`config.mk`:
```
export PLATFORM = sky130hd
export DESIGN_NAME = ras_ckpt
export DESIGN_NICKNAME = d
export VERILOG_FILES = /design/src/rtl/ras_ckpt.sv
export SDC_FILE = /design/constraint.sdc
export NUM_CORES = 1
export LEC_CHECK = 0
export CORE_MARGIN = 5
export CORE_UTILIZATION = 50
export DETAILED_ROUTE_END_ITERATION = 12
export GPL_ROUTABILITY_DRIVEN = 0
export PLACE_DENSITY = 0.79
export SYNTH_ARGS = -nofsm -noshare
export SYNTH_HDL_FRONTEND = slang
export SYNTH_SLANG_ARGS = --single-unit
```
`constraint.sdc`:
```
create_clock -name clk_i -period 2.9 [get_ports clk_i]
set_clock_uncertainty 0.2 [all_clocks]
set_input_delay 0.435 -clock clk_i [delete_from_list [all_inputs] [get_ports clk_i]]
set_output_delay 0.435 -clock clk_i [all_outputs]
set_load 0.005 [all_outputs]
```
`src/rtl/ras_ckpt.sv`:
```
// Return-address stack with circular overflow, pop+push replace, and a
// one-level speculative checkpoint of the stack pointer and occupancy.
module ras_ckpt #(
    parameter int DEPTH = 2,
    parameter int VLEN  = 32,
    localparam int CW   = $clog2(DEPTH + 1)
) (
    input  logic            clk_i,
    input  logic            rst_i,
    input  logic            push_i,
    input  logic            pop_i,
    input  logic [VLEN-1:0] push_addr_i,
    input  logic            ckpt_save_i,
    input  logic            ckpt_restore_i,
    output logic            top_valid_o,
    output logic [VLEN-1:0] top_addr_o,
    output logic [CW-1:0]   count_o,
    output logic            overflow_o,
    output logic            underflow_o
);

    localparam int TW = (DEPTH > 1) ? $clog2(DEPTH) : 1;
    localparam logic [TW-1:0] TP_LAST = TW'(DEPTH - 1);
    localparam logic [CW-1:0] CNT_FULL = CW'(DEPTH);

    logic [DEPTH-1:0][VLEN-1:0] mem;
    logic [TW-1:0]              tp, tp_nx, tp_inc, tp_dec;
    logic [CW-1:0]              cnt, cnt_nx;
    logic [TW-1:0]              ckpt_tp;
    logic [CW-1:0]              ckpt_cnt;
    logic                       ckpt_vld;
    logic                       wr_en;
    logic [TW-1:0]              wr_idx;
    logic                       ovf_nx, unf_nx;

    // Explicit modulo-DEPTH wrap so non-power-of-two depths behave.
    assign tp_inc = (tp == TP_LAST) ? '0 : tp + TW'(1);
    assign tp_dec = (tp == '0) ? TP_LAST : tp - TW'(1);

    always_comb begin
        tp_nx  = tp;
        cnt_nx = cnt;
        wr_en  = 1'b0;
        wr_idx = tp;
        ovf_nx = 1'b0;
        unf_nx = 1'b0;
        if (ckpt_restore_i) begin
            if (ckpt_vld) begin
                tp_nx  = ckpt_tp;
                cnt_nx = ckpt_cnt;
            end else begin
                cnt_nx = '0;
            end
        end else if (push_i && (!pop_i || cnt == '0)) begin
            tp_nx  = tp_inc;
            wr_en  = 1'b1;
            wr_idx = tp_inc;
            if (cnt == CNT_FULL) ovf_nx = 1'b1;
            else                 cnt_nx = cnt + CW'(1);
        end else if (push_i && pop_i) begin
            // Return immediately followed by a call: replace the top in place.
            wr_en  = 1'b1;
            wr_idx = tp;
        end else if (pop_i) begin
            if (cnt != '0) begin
                tp_nx  = tp_dec;
                cnt_nx = cnt - CW'(1);
            end else begin
                unf_nx = 1'b1;
            end
        end
    end

    always_ff @(posedge clk_i or posedge rst_i) begin
        if (rst_i) begin
            tp          <= '0;
            cnt         <= '0;
            overflow_o  <= 1'b0;
            underflow_o <= 1'b0;
        end else begin
            tp          <= tp_nx;
            cnt         <= cnt_nx;
            overflow_o  <= ovf_nx;
            underflow_o <= unf_nx;
        end
    end

    always_ff @(posedge clk_i or posedge rst_i) begin
        if (rst_i) begin
            mem <= '0;
        end else if (wr_en) begin
            mem[wr_idx] <= push_addr_i;
        end
    end

    // Save captures post-update state, so a coincident restore is what sticks.
    always_ff @(posedge clk_i or posedge rst_i) begin
        if (rst_i) begin
            ckpt_tp  <= '0;
            ckpt_cnt <= '0;
            ckpt_vld <= 1'b0;
        end else if (ckpt_save_i) begin
            ckpt_tp  <= tp_nx;
            ckpt_cnt <= cnt_nx;
            ckpt_vld <= 1'b1;
        end
    end

    assign top_addr_o  = mem[tp];
    assign top_valid_o = (cnt != '0);
    assign count_o     = cnt;

endmodule

```
==> flow_summary.toml <==
[status]
status = "completed"

[critical_path]
critPathKind = "flip-flop to output port"
cp.arrival_ns = 1.85
start_kind = "flip-flop"
worst-path-max-fanout = 20
worstPathRequired_ns = 2.27
cp-end-kind = "output port"

[synthesis]
synth_cells = 228
yosys.area.top_type_share_pct = 54.5
synthAdderAreaFrac_pct = 1.87
synth.area.mux_share_pct = 32.9
synth_edf_count = 0
synth_cell_types = 30
synth_top_family_by_area = "multiplexers"
yosysWarnings = 0
yosysMostFrequentCell = "dfrtp_1"
synth_xor_area_share_pct = 1.08
synth.area.top_cells = "dfrtp_1, mux2_1, mux2_2, buf_6, ha_1"
syn_area_per_cell_sq_um = 14.7
synth_common_cells = "dfrtp_1, mux2_1, mux2_2"
synth.net_count = 271
synth_top_flop_cell = "dfrtp_1"
synthArstFlopShare_pct = 100
syn_area_sq_um = 3350
synth_compound_area_share_pct = 2.69
synth_seq_cells = 73
synth.yosys.seq_area_share_pct = 54.5
synth_top_area_cell = "dfrtp_1"
synthSimpleGateAreaFrac_pct = 3.21

[place]
dpl-instance-area_sq_um = 4170
dpl.cell_count = 372
dpl.hpwl_mm = 4.42
port_buffers = 74

[sta]
worst_pin_slew_ns = 0.466
fin_crit_sh_pct = 85.8
relSlewSlack_pct = 68.9
finalMaxSlewViolations = 0
hold_viol_final = 0
setup_viol = 0
rsz0062_at_grt = "false"
tns_ns = 0
min_period_ns = 2.49
fmax_ghz = 0.402

[power]
vdd_drop_max_v = 0.000590
p_total_w = 0.00424
power_frac_clock_pct = 18.3
power_frac_seq_pct = 40.6
p_sw_w = 0.00119
power_leakage_nw = 1.86
p_int_w = 0.00305
p_per_area_nw_per_um2 = 972
swShare_pct = 28.0
combPwrFrac_pct = 41.1

[drt]
via_count = 2043
routedWlPerCell_um = 16.7
viasPerCell = 5.27
drtIter0Drc = 69
first_pass_iters = 4
wl_mm = 6.47
remaining_drc_errors = 0
ant_nets = 0

[final_layout]
n_antenna_cell = 0
drive_above_1_share_pct = 20.6
design_area_sq_um = 4360
area_growth_syn_to_layout_pct = 30.2
layout.nets = 349
n_fill_cell = 476
stdcell_count = 388

[global_route]
grtUsageTotal_pct = 16.6
grt_max_degree = 54
grt_pass1_wl_mm = 11.1
grt_overflow = 0
antenna_found_initial = 0
grt_pass1_vias = 2328

[floorplanning]
dieArea_sq_um = 8440
die_h_um = 91.9
placementRows = 29
core_sq_um = 6420
die_x_um = 91.9
ioPinCount = 75
initial_core_util_pct = 52.2

[clocking]
cts_resized = 0
root_buffer = "clkbuf_8"
clkTransAtPathRegs_ns = 0.08
cts_tree = "done"
clk_path_buf_depth = 2
postCtsSetupBuffers = 0
clk_latency_ns = 0.33
htreeDepth = 3
cts_buffers = 9
cts_hold_buffers = 0
cts.sinks = 73

[hold_path]
hold_class = "primary input to async pin"

[run]
cap_violations = 0
-- state kept, by name, indices dropped and copies added, names as in the netlist --
register     cells
ckpt_tp          1
count_o          2
overflow_o       1
underflow_o      1
mem             64
ckpt_cnt         2
ckpt_vld         1
tp               1
-- metrics by stage --
step           utilization (%)  setup slack (ns)  hold WS [ns]
3_3_place_gp              64.9             0.551         0.263
2_1_floorplan                -             0.412         0.254
5_1_grt                   67.9             0.325         0.269
4_1_cts                   67.9             0.386         0.237
6_report                  67.9             0.413         0.240
3_5_place_dp              64.9             0.525         0.271
-- power groups by stage --
stage | Clock [W] | Combinational [W] | Sequential, W
2_1_floorplan | 0 | 0.000947 | 0.00166
3_3_place_gp | 0 | 0.00172 | 0.00171
3_5_place_dp | 0 | 0.00175 | 0.00174
4_1_cts | 0.000799 | 0.00178 | 0.00173
5_1_grt | 0.000848 | 0.00191 | 0.00178
6_report | 0.000776 | 0.00174 | 0.00172
-- cells by family after synthesis --
family | Yosys count
muxes | 98
adders and majority gates | 5
xor gates and xnor gates | 2
DFF | 73
buffers and inverters | 20
and+or+nand+nor | 18
AOI/OAI and AO/OA | 12
-- critical path, cell delays in order, from the launching register on --
cell	delay (ns)
dfrtp_1	0.35
buf_4	0.30
mux2_2	0.39
clkdlybuf4s50_1	0.47
-- placed cells by master (no fill, tap or decap), types with 2 or more instances in the layout --
cell type and instances:
clkdlybuf4s50_1 74, o221ai_1 2, a21oi_1 3, clkbuf_8 9, mux2_2 36, a22o_1 3
inv_1 7, clkinv_4 3, nand2b_1 2, mux2i_1 2, ha_1 5, buf_4 2
nand2_1 5, mux2_1 60, nor2_1 2, buf_12 3, dfrtp_1 73
-- layout make-up --
type	instances	area (sq um)	area share, %
Clock buffer	10	128	2.93
Multi-Input combinational cell	135	1400	32.0
Timing Repair Buffer	79	816	18.7
Sequential cell	73	1830	41.9
Inverter	8	30.0	0.688
Tap cell	77	96.3	2.21
Clock inverter	6	68.8	1.58
-- worst paths after layout --
path / slack (ns) / to / start / cells past startpoint
worst max-delay path: 0.41 / top_addr_o[21] / tp / 3
worst min-delay path: 0.24 / mem[32] / rst_i / 2
worst max register to register: 0.71 / mem[29] / count_o[1] / 7
worst min register to register: 0.29 / mem[19] / mem[19] / 1
max in group asynchronous: 1.62 / mem[46] / rst_i / 3
min in group clk_i: 0.29 / mem[19] / mem[19] / 1
-- routing by layer --
| metal | up-vias | wire length [um] | share of wire (%) | track usage [%] |
|---|---|---|---|---|
| li1 | 957 | - | - | - |
| met1 | 1020 | 2800 | 43 | 19.7 |
| met2 | 59 | 3150 | 49 | 28.0 |
| met3 | 7 | 456 | 7.1 | 6.63 |
| met4 | 0 | 54 | 0.84 | 4.83 |
| met5 | - | 0 | 0 | 0 |
Note: power is estimated with default switching activity, not from simulation.
